**src/rtl/time_set_ctrl.sv**
```systemverilog
// Button-driven hour/minute editor for the FND time clock: synchronizes and
// debounces SET/UP/DOWN, runs the edit FSM and issues a one-cycle load strobe.
module time_set_ctrl #(
    parameter int DEBOUNCE_CYCLES = 4,
    parameter int TIMEOUT_CYCLES  = 1000
) (
    input  logic       i_clk,
    input  logic       i_reset,
    input  logic       i_btn_set,
    input  logic       i_btn_up,
    input  logic       i_btn_down,
    input  logic [5:0] i_hour,
    input  logic [5:0] i_min,
    output logic [5:0] o_hour,
    output logic [5:0] o_min,
    output logic       o_load,
    output logic       o_editing,
    output logic [1:0] o_field
);

    localparam int CW = $clog2(DEBOUNCE_CYCLES + 1);
    localparam int TW = $clog2(TIMEOUT_CYCLES + 1);

    typedef enum logic [1:0] {
        ST_IDLE      = 2'b00,
        ST_EDIT_HOUR = 2'b01,
        ST_EDIT_MIN  = 2'b10
    } state_t;

    logic [2:0] btn_raw;
    logic [2:0] press;

    assign btn_raw = {i_btn_down, i_btn_up, i_btn_set};

    // Per button: 2-flop synchronizer, then a counter that must see the new
    // level for DEBOUNCE_CYCLES consecutive cycles before it is accepted.
    for (genvar gi = 0; gi < 3; gi++) begin : g_btn
        logic          s1_q, s2_q, stable_q, press_q;
        logic [CW-1:0] cnt_q;

        always_ff @(posedge i_clk or negedge i_reset) begin
            if (!i_reset) begin
                s1_q     <= 1'b0;
                s2_q     <= 1'b0;
                stable_q <= 1'b0;
                press_q  <= 1'b0;
                cnt_q    <= '0;
            end else begin
                s1_q    <= btn_raw[gi];
                s2_q    <= s1_q;
                press_q <= 1'b0;
                if (s2_q == stable_q) begin
                    cnt_q <= '0;
                end else if (cnt_q == CW'(DEBOUNCE_CYCLES - 1)) begin
                    cnt_q    <= '0;
                    stable_q <= s2_q;
                    press_q  <= s2_q;
                end else begin
                    cnt_q <= cnt_q + CW'(1);
                end
            end
        end

        assign press[gi] = press_q;
    end

    state_t        state_q, state_d;
    logic [5:0]    hour_q, hour_d, min_q, min_d;
    logic [TW-1:0] tmo_q, tmo_d;
    logic          load_q, load_d;
    logic          editing_q, editing_d;
    logic [1:0]    field_q, field_d;
    logic          p_set, step_up, step_dn;

    // Set dominates; up and down together cancel each other.
    assign p_set   = press[0];
    assign step_up = press[1] & ~press[2] & ~p_set;
    assign step_dn = press[2] & ~press[1] & ~p_set;

    always_comb begin
        state_d = state_q;
        hour_d  = hour_q;
        min_d   = min_q;
        tmo_d   = tmo_q;
        load_d  = 1'b0;
        case (state_q)
            ST_IDLE: begin
                tmo_d = '0;
                if (p_set) begin
                    hour_d  = (i_hour > 6'd23) ? 6'd0 : i_hour;
                    min_d   = (i_min > 6'd59) ? 6'd0 : i_min;
                    state_d = ST_EDIT_HOUR;
                end
            end
            ST_EDIT_HOUR: begin
                tmo_d = '0;
                if (p_set) begin
                    state_d = ST_EDIT_MIN;
                end else if (step_up) begin
                    hour_d = (hour_q == 6'd23) ? 6'd0 : hour_q + 6'd1;
                end else if (step_dn) begin
                    hour_d = (hour_q == 6'd0) ? 6'd23 : hour_q - 6'd1;
                end else if (tmo_q == TW'(TIMEOUT_CYCLES - 1)) begin
                    state_d = ST_IDLE;
                end else begin
                    tmo_d = tmo_q + TW'(1);
                end
            end
            ST_EDIT_MIN: begin
                tmo_d = '0;
                if (p_set) begin
                    state_d = ST_IDLE;
                    load_d  = 1'b1;
                end else if (step_up) begin
                    min_d = (min_q == 6'd59) ? 6'd0 : min_q + 6'd1;
                end else if (step_dn) begin
                    min_d = (min_q == 6'd0) ? 6'd59 : min_q - 6'd1;
                end else if (tmo_q == TW'(TIMEOUT_CYCLES - 1)) begin
                    state_d = ST_IDLE;
                end else begin
                    tmo_d = tmo_q + TW'(1);
                end
            end
            default: state_d = ST_IDLE;
        endcase
        editing_d = (state_d != ST_IDLE);
        field_d   = state_d;
    end

    always_ff @(posedge i_clk or negedge i_reset) begin
        if (!i_reset) begin
            state_q   <= ST_IDLE;
            hour_q    <= '0;
            min_q     <= '0;
            tmo_q     <= '0;
            load_q    <= 1'b0;
            editing_q <= 1'b0;
            field_q   <= 2'b00;
        end else begin
            state_q   <= state_d;
            hour_q    <= hour_d;
            min_q     <= min_d;
            tmo_q     <= tmo_d;
            load_q    <= load_d;
            editing_q <= editing_d;
            field_q   <= field_d;
        end
    end

    assign o_hour    = hour_q;
    assign o_min     = min_q;
    assign o_load    = load_q;
    assign o_editing = editing_q;
    assign o_field   = field_q;

endmodule
```
**config.mk**
```make
export PLATFORM = sky130hd
export DESIGN_NAME = time_set_ctrl
export DESIGN_NICKNAME = d
export VERILOG_FILES = /design/src/rtl/time_set_ctrl.sv
export SDC_FILE = /design/constraint.sdc
export NUM_CORES = 1
export LEC_CHECK = 0
export ABC_AREA = 1
export CORE_ASPECT_RATIO = 1.75
export CORE_MARGIN = 2
export CORE_UTILIZATION = 52
export CTS_CLUSTER_DIAMETER = 120
export DETAILED_ROUTE_END_ITERATION = 6
export PLACE_DENSITY = 0.75
export SYNTH_ARGS = -nofsm -noshare
export SYNTH_HDL_FRONTEND = slang
export SYNTH_SLANG_ARGS = --single-unit
```
**constraint.sdc**
```tcl
create_clock -name i_clk -period 4.5 [get_ports i_clk]
set_clock_uncertainty 0.05 [all_clocks]
set_input_delay 0.45 -clock i_clk [delete_from_list [all_inputs] [get_ports i_clk]]
set_output_delay 0.45 -clock i_clk [all_outputs]
set_load 0.05 [all_outputs]
```
==> results.md, run 1 <==
* Outcome: completed
* Via count at 2,505
* Layout fillers at 500
* Most common cell after layout, fill and taps aside: nand2_1
* Fmax achieved at around 0.45 GHz
* Top Ports at 33
* Max Fanout on Critical Path at 11
* Worst path cell trace: clkdlybuf4s50_1
* Routed Antenna Nets at 0
* Top Layer Used: met4
* Final Hold Viols at 0
* Fin util at between 60% and 70%
* Crit Path Class: reg -> out
* Post-CTS sizing at 0
* Non-filler instance count after layout at ~480
* Synth Register Bits at 47
* Dpl hpwl at approximately 4400 um
* Final period utilization at about 50%
* TNS Setup at 0 ns
* Peak supply drop at 0.3379 mV
* Grt total ovfl at 0
* Wl on met1 at between 2000 and 2500 um
* Worst-path clk slew at approximately 0.090 ns
* Die ar. at about 0.006 mm2
* Via count of the first global-routing pass at ~2,400
* Antenna violations before repair at 0
* Total power at ~0.0020 W
* Leak at 1.626 nW
* DRC errors left at 0
* Die width at approximately 60 um
* Largest net degree at the start of global routing at 48
* Yosys top cell by area: dfrtp_1
* # setup viols final at 0
* Pwr dens at between 500 and 600 mW/mm2
* Port bufs at 32
* Floorplan row count at 35
* Post-CTS Setup Bufs at 0
* Initial Util at 53.74%
* Post-Synthesis Cells at just under 400
* Die height at roughly 100 um
* Worst path required time at ~4.0 ns
* Yosys Warn Count at 0
* Multi-input logic area at approximately 0.0014 mm2
* Unrepaired setup endpoints after global routing: false
* Met3 wire length at ~180 um
* First-pass GRT wire length at a little under 10,000 um
* Crit-path slowest cell: clkdlybuf4s50_1
* Layout cells sized above 1 at under 10%
* WL/cell at between 10 and 15 um
* Nets at ~450
* Max Slew Vio Count at 0
* DRC marker count from the first detailed-route iteration at 215
* Via-to-Cell Ratio at 5.252
* Synth cell types at 27
* Seq/Total Area, Yosys at between 40% and 50%
* Setup crit start kind: register
* Clock Tree Buf Depth at 2
* Syn Std Cell Area at 0.002824 mm2
* MaxCap Viol Count at 0
* Normalized max-slew margin at between 30 and 40%
* Clk sink count at 47
* Post-Syn Area per Cell at between 7 and 8 um2
* Worst-Skew Late Latency at ~0.30 ns
* Overall Global Routing Usage at between 20% and 30%
* Crit path max-delay family: buffers and inverters
* Syn nets at roughly 420
* Num CTS Buffers at 5
* Antenna Cells at 0
* Max stage delay on crit path at between 0.8 and 0.9 ns
* Cells after DPL at between 400 and 500
* Core Region at 0.005255 mm2
* Root buf cell: clkbuf_8
* Critical path arrival at between 1.5 and 2 ns
* Area contributors post-synth: dfrtp_1 (42%), nand2_1 (16%), inv_1 (6.4%)
* Worst Setup End Kind: output port
* RePlAce Congestion at between 0.8 and 0.9
* Synth top area share at 41.65%
* Hold buffers post-CTS at 0
* Period minus WS final at 2.241 ns
* FF/Latch Area at approximately 0.0012 mm2
* H-tree depth at 2
* Slew @ Worst Pin at just over 1 ns
* Met2 wire len at between 3000 and 4000 um
* Most frequent cells in the layout: nand2_1 (121), inv_1 (48), dfrtp_1 (47), nor2_1 (43)
* Routed Wire Length at just under 6000 um
* Type of the worst min-delay path: in -> async
* CTS tree: yes
* DRT Pass-1 Iters at 4
* Layout area overhead at 16.70%
* Crit path buf inv count at 1
[final timing paths]
kind                          startpoint           endpoint  slack (ns)  depth (start not counted)
max                             o_min[3]           o_min[3]        2.26                          1
min                              i_reset  g_btn[2].cnt_q[0]        0.27                          1
max reg2reg                   o_field[0]          o_editing        2.67                          8
min reg2reg                g_btn[1].s1_q      g_btn[1].s2_q        0.30                          0
max in group asynchronous        i_reset           tmo_q[8]        3.50                          1
min in group i_clk         g_btn[1].s1_q      g_btn[1].s2_q        0.30                          0
[power by group]
part / switching (W) / internal (W) / leakage, nW / total (W)
combinational: 0.000610 / 0.000333 / 0.950 / 0.000943
sequential: 0.000138 / 0.000520 / 0.612 / 0.000658
clock: 0.000147 / 0.000221 / 0.0644 / 0.000369
total: 0.000896 / 0.00107 / 1.63 / 0.00197
[through the flow]
step	hold slack, ns	cell area, um2	setup slack, ns
after floorplan	0.1044	2824	2.650
after global placement	0.2817	3159	2.601
after detailed placement	0.2856	3159	2.592
after CTS	0.3071	3296	2.247
after global routing	0.3129	3296	2.190
final	0.2666	3296	2.259
[cell families (layout without fill, tap and decap cells)]
group | count (synthesis) | count (layout) | share of synthesized area, %
xor+xnor | 9 | 9 | 2.791
compound gates | 41 | 41 | 7.488
fa+ha+maj | 14 | 14 | 6.203
flops | 47 | 47 | 41.65
simple gates | 220 | 220 | 33.14
mux | 1 | 1 | 0.3545
buf+inv | 58 | 90 | 8.374
[sequential cells by signal, summed over array words and instances (netlist names)]
| signal | cells |
|---|---|
| tmo_q | 10 |
| g_btn.cnt_q | 9 |
| o_hour | 6 |
| o_min | 6 |
| g_btn.press_q | 3 |
| g_btn.s1_q | 3 |
| g_btn.s2_q | 3 |
| g_btn.stable_q | 3 |
| o_field | 2 |
| o_editing | 1 |
| o_load | 1 |
[Yosys cell counts (all sizes together)]
master,n
buf,8
a21oi,20
inv,50
o22ai,1
nand4,11
xnor2,3
dfrtp,47
nor2,45
o21ai,17
ha,14
nand3,32
mux2i,1
nor3,9
a31oi,2
xor2,6
o21bai,1
nand2,123
[cell type report]
class | instances | share of cell area [%]
clock inverters | 3 | 2.050
multi-input cells | 285 | 42.82
inverters | 50 | 5.695
well taps | 55 | 2.088
clock buffers | 5 | 2.088
repair buffers | 32 | 9.567
flip-flops and latches | 47 | 35.69
[routing by layer]
layer,global-route usage (%),up-vias
met1,24.75,1140
met2,37.21,46
li1,-,1311
met4,8.547,0
met3,3.321,8
met5,0,-
(Power assumes the default switching activity.)
==> run 2, diff against run 1 <==
--- a/config.mk
+++ b/config.mk
@@ -8,10 +8,10 @@
 export ABC_AREA = 1
 export CORE_ASPECT_RATIO = 1.75
 export CORE_MARGIN = 2
-export CORE_UTILIZATION = 52
+export CORE_UTILIZATION = 51
 export CTS_CLUSTER_DIAMETER = 120
 export DETAILED_ROUTE_END_ITERATION = 6
-export PLACE_DENSITY = 0.75
+export PLACE_DENSITY = 0.77
 export SYNTH_ARGS = -nofsm -noshare
 export SYNTH_HDL_FRONTEND = slang
 export SYNTH_SLANG_ARGS = --single-unit
==> constraint.sdc (replaced) <==
create_clock -name i_clk -period 1.9 [get_ports i_clk]
set_clock_uncertainty 0.05 [all_clocks]
set_input_delay 0.19 -clock i_clk [delete_from_list [all_inputs] [get_ports i_clk]]
set_output_delay 0.19 -clock i_clk [all_outputs]
set_load 0.05 [all_outputs]
==> results.md, run 2 (same netlist as run 1, synthesis figures left out) <==
* Leak at 1.664 nW (+2.4%)
* Pwr dens at 1330 mW/mm2 (+120%)
* Most frequent cells in the layout: nand2_1 (121), inv_1 (48), dfrtp_1 (47), nor2_1 (43), nand3_1 (31)
* Crit path max-delay family: buffers and inverters
* TNS Setup at 0 ns (unchanged)
* Largest net degree at the start of global routing at 27 (-44%)
* Critical path arrival at 1.58 ns (-0.16 ns)
* Type of the worst min-delay path: in -> reg
* Clk sink count at 47 (unchanged)
* Worst path cell trace: clkdlybuf4s50_1
* Die ar. at 0.006172 mm2 (+1.9%)
* Cells after DPL at 492 (+4.9%)
* Fmax achieved at between 0.5 and 0.6 GHz
* Layout fillers at 474 (-5.2%)
* MaxCap Viol Count at 0 (unchanged)
* Die width at 60.25 um (+0.91%)
* Routed Antenna Nets at 0 (unchanged)
* Port bufs at 32 (unchanged)
* Via count of the first global-routing pass at 2,463 (+3.9%)
* Worst-Skew Late Latency at 0.30 ns (about the same)
* Layout area overhead at 16.88%
* RePlAce Congestion at 0.8712 (+0.97%)
* Initial Util at 53.29% (-0.44 points)
* Final period utilization at a little over nine tenths
* Worst-path clk slew at 0.08 ns (about the same)
* DRC marker count from the first detailed-route iteration at 158 (-27%)
* Grt total ovfl at 0 (unchanged)
* Top Ports at 33 (unchanged)
* Worst path required time at 1.66 ns (-2.34 ns)
* Peak supply drop at 0.8363 mV (+150%)
* Most common cell after layout, fill and taps aside: nand2_1
* Unrepaired setup endpoints after global routing: false
* Routed Wire Length at 6119 um (+4.7%)
* Max Slew Vio Count at 0 (unchanged)
* Num CTS Buffers at 5 (unchanged)
* Floorplan row count at 35 (unchanged)
* First-pass GRT wire length at 10,320 um (+3.8%)
* Via count at 2,569 (+2.6%)
* Outcome: completed
* # setup viols final at 0 (unchanged)
* Dpl hpwl at 4788 um (+8.7%)
* Antenna violations before repair at 0 (unchanged)
* Final Hold Viols at 0 (unchanged)
* Antenna Cells at 0 (unchanged)
* Largest regs: tmo_q (10), g_btn.cnt_q (9)
* Hold slack at 0.2756 ns (+0.008941 ns)
* Max FFs per register at 10 (unchanged)
* H-tree depth at 2 (unchanged)
* Slew @ Worst Pin at 0.5872 ns (-0.4326 ns)
* Crit path buf inv count at 1 (unchanged)
* Max stage delay on crit path at 0.84 ns (-0.03 ns)
* Setup crit start kind: register
* Non-filler instance count after layout at 501 (+5.0%)
* Max Fanout on Critical Path at 6 (-5)
* Clock Tree Buf Depth at 2 (unchanged)
* Via-to-Cell Ratio at 5.128 (-2.4%)
* Worst Setup End Kind: output port
* Crit Path Class: reg -> out
* WL/cell at 12.21 um (-0.36%)
* CTS tree: yes
* Die height at 102.4 um (+0.94%)
* Layout cells sized above 1 at 6.323% (+2.1 points)
* Overall Global Routing Usage at 21.88% (+0.77 points)
* Period minus WS final at approximately 1.8 ns
* Core Region at 0.005299 mm2 (+0.83%)
* Crit-path slowest cell: clkdlybuf4s50_1
* DRT Pass-1 Iters at 4 (unchanged)
* DRC errors left at 0 (unchanged)
* Nets at 457 (+1.1%)
* Root buf cell: clkbuf_8
* Normalized max-slew margin at 60.71% (+29 points)
* Top reg by flops: tmo_q
[run 2: cell count changes in the layout (fill, tap and decap cells not counted), sizes merged]
cell and change:
clkinv +1, dlymetal6s2s +3, bufinv -2, clkdlybuf4s50 -9, dlygate4sd3 +1, buf +10, clkbuf +1
[run 2: worst paths after layout]
path	from	end	slack, ns	cells after the start
worst max-delay path	o_hour[1]	o_hour[1]	0.08	1
worst min-delay path	i_btn_down	g_btn[2].s1_q	0.28	1
worst max register to register	o_field[0]	o_field[0]	0.18	8
worst min register to register	g_btn[0].s1_q	g_btn[0].s2_q	0.31	0
max in group asynchronous	i_reset	tmo_q[9]	0.78	3
min in group asynchronous	i_reset	g_btn[1].stable_q	0.36	2
[run 2: power breakdown]
part	internal, W	switching [W]	leakage [nW]	total, W
combinational	0.000772	0.00146	1.01	0.00223
sequential	0.00123	0.000346	0.612	0.00158
clock	0.000257	0.000326	0.0412	0.000584
[run 2: timing repair]
action,in CTS,in global routing
endpoints found under the setup margin,0,3
setup buffers,0,0
hold buffers,1,0
hold endpoints to repair,24,0
gates resized for setup,0,3
[run 2: cell type report]
type	instances	area, um2	share of cell area, %
clock buffer	6	72.57	2.199
clock inverter	2	12.51	0.3791
inverter	50	187.7	5.686
multi-input combinational	285	1411	42.76
sequential	47	1176	35.63
tap	74	92.59	2.805
timing repair buffer	37	347.8	10.54
[run 2: layer usage]
layer / track usage, % / up-vias / wire [um]
li1: - / 1310 / -
met1: 23.03 / 1188 / 2330
met2: 41.22 / 59 / 3386
met3: 3.924 / 12 / 260
met4: 8.376 / 0 / 141
met5: 0 / - / 0
[run 2: per-stage QoR]
step | area (um2) | power, W | util (%) | setup slack, ns
after floorplan | 2824 | 0.003210 | - | 0.04995
after global placement | 3198 | 0.003760 | 60.35 | 0.2656
after detailed placement | 3198 | 0.003813 | 60.35 | 0.2289
after CTS | 3293 | 0.004414 | 62.15 | 0.002186
after global routing | 3301 | 0.004741 | 62.29 | 0.007953
final | 3301 | 0.004390 | 62.29 | 0.08218
==> run 3, diff against run 2 <==
--- a/config.mk
+++ b/config.mk
@@ -11,6 +11,7 @@
 export CORE_UTILIZATION = 51
 export CTS_CLUSTER_DIAMETER = 120
 export DETAILED_ROUTE_END_ITERATION = 6
+export MAX_ROUTING_LAYER = met4
 export PLACE_DENSITY = 0.77
 export SYNTH_ARGS = -nofsm -noshare
 export SYNTH_HDL_FRONTEND = slang
==> results.md, run 3 (same netlist as run 1, synthesis figures left out) <==
* Outcome: completed
* Core Region at 0.005299 mm2 (unchanged)
* Final period utilization at 97.00% (+1.3 points)
* MaxCap Viol Count at 0 (unchanged)
* Worst path cell trace: clkdlybuf4s50_1
* Pwr dens at 1356 mW/mm2 (+1.9%)
* Non-filler instance count after layout at 502 (+0.20%)
* Peak supply drop at 0.7969 mV (-4.7%)
* Die height at 102.4 um (unchanged)
* DRC errors left at 0 (unchanged)
* Reg2reg start: o_field[0]
* Via count at 2,539 (-1.2%)
* Die ar. at 0.006172 mm2 (unchanged)
* Normalized max-slew margin at 64.92% (+4.2 points)
* Max stage delay on crit path at 0.84 ns (about the same)
* Capture point of the critical path: o_min[1]
* Antenna violations before repair at 0 (unchanged)
* Cells after DPL at 493 (+0.20%)
* Crit path max-delay family: buffers and inverters
* Pre-CTS setup slack at 0.2245 ns (-0.004400 ns)
* Grt total ovfl at 0 (unchanged)
* Levels on crit path at 1 (unchanged)
* Port bufs at 32 (unchanged)
* Fmax achieved at 0.5426 GHz (-1.4%)
* Crit-path slowest cell: clkdlybuf4s50_1
* Critical path arrival at 1.60 ns (+0.02 ns)
* Largest net degree at the start of global routing at 19 (-30%)
* Clk sink count at 47 (unchanged)
* Max Slew Vio Count at 0 (unchanged)
* Num CTS Buffers at 5 (unchanged)
* Routed Antenna Nets at 0 (unchanged)
* First-pass GRT wire length at 10,270 um (-0.40%)
* Via-to-Cell Ratio at 5.058 (-1.4%)
* Worst-Skew Late Latency at 0.31 ns (about the same)
* Crit Path Class: reg -> out
* Largest regs: tmo_q (10), g_btn.cnt_q (9)
* Overall Global Routing Usage at 22.24% (+0.36 points)
* Via count of the first global-routing pass at 2,460 (-0.12%)
* # setup viols final at 0 (unchanged)
* Total power at 0.004525 W (+3.1%)
* Worst R2R End: o_editing
* Root buf cell: clkbuf_8
* Dpl hpwl at 4656 um (-2.8%)
* Leak at 1.667 nW (+0.18%)
* Top reg by flops: tmo_q
* Worst path required time at 1.66 ns (about the same)
* Post-CTS Setup Bufs at 0 (unchanged)
* Initial Util at 53.29% (unchanged)
* H-tree depth at 2 (unchanged)
* R2R setup slack at 0.22 ns (+0.04 ns)
* Slew @ Worst Pin at 0.5246 ns (-0.06267 ns)
* Hold slack at 0.2643 ns (-0.01124 ns)
* Layout area overhead at 18.21%
* Crit path buf inv count at 1 (unchanged)
* Worst Setup End Kind: output port
* Fin worst setup slack at 0.05693 ns (-0.02525 ns)
* Routed Wire Length at 5840 um (-4.6%)
* Floorplan row count at 35 (unchanged)
* Most common cell after layout, fill and taps aside: nand2_1
* Type of the worst min-delay path: in -> reg
* Max Fanout on Critical Path at 6 (unchanged)
* Max FFs per register at 10 (unchanged)
* Setup crit start kind: register
* Unrepaired setup endpoints after global routing: false
* Hold Path Stages at 1 (unchanged)
* Final Hold Viols at 0 (unchanged)
* DRT Pass-1 Iters at 4 (unchanged)
* Worst r2r path cells at 8 (unchanged)
* Period minus WS final at 1.843 ns (+0.02525 ns)
* Crit. Startpoint: o_min[1]
* WL/cell at 11.63 um (-4.7%)
* TNS Setup at 0 ns (unchanged)
* Antenna Cells at 0 (unchanged)
* DRC marker count from the first detailed-route iteration at 148 (-6.3%)
* Worst-path clk slew at 0.09 ns (about the same)
* Nets at 458 (+0.22%)
* CTS tree: yes
* RePlAce Congestion at 0.9009 (+3.4%)
* Top Ports at 33 (unchanged)
* Layout cells sized above 1 at 7.243% (+0.92 points)
* Clock Tree Buf Depth at 2 (unchanged)
* Die width at 60.25 um (unchanged)
* Most frequent cells in the layout: nand2_1 (121), inv_1 (48), dfrtp_1 (47), nor2_1 (43), nand3_1 (31)
-- run 3: power by group --
group	internal [W]	leakage, nW	switching [W]
Sequential	0.00123	0.612	0.000340
Combinational	0.000767	0.997	0.00144
Clock	0.000399	0.0587	0.000346
Total	0.00240	1.67	0.00213
-- run 3: worst min path at each step --
stage                   endpoint  slack (ns)       start
3_5_place_dp       g_btn[2].s1_q        0.09     i_reset
5_1_grt            g_btn[2].s1_q        0.25  i_btn_down
3_3_place_gp       g_btn[2].s1_q        0.09     i_reset
6_report           g_btn[2].s1_q        0.26  i_btn_down
2_1_floorplan  g_btn[0].cnt_q[0]       -0.16     i_reset
4_1_cts            g_btn[2].s1_q        0.26  i_btn_down
-- run 3: through the flow --
step / util (%) / instance area [um2]
floorplan: - / 2824
global placement: 60.50 / 3206
detailed placement: 60.50 / 3206
CTS: 62.86 / 3331
global route: 63.00 / 3338
finish: 63.00 / 3338
-- run 3: repair_timing --
action                                  CTS  global route
endpoints found under the setup margin    1             5
resized for setup                         1             3
cloned                                    0             0
endpoints found under the hold margin    16             0
hold buffers                              1             0
-- run 3: area by class of cell --
class	count	area, um2
inverters	50	187.7
flip-flops and latches	47	1176
fillers	499	1961
clock inverters	3	47.55
clock buffers	5	68.82
repair buffers	38	349.1
multi-input cells	285	1416
well taps	74	92.59
-- run 3: layer usage --
metal / vias to the layer above / wire length (um) / part of all wire [%] / track usage, %
met1: 1167 / 2277 / 39 / 23.45
met5: - / 0 / 0 / -
met3: 15 / 211 / 3.6 / 3.924
met4: 0 / 123 / 2.1 / 10.26
met2: 45 / 3227 / 55 / 38.96
li1: 1312 / - / - / -
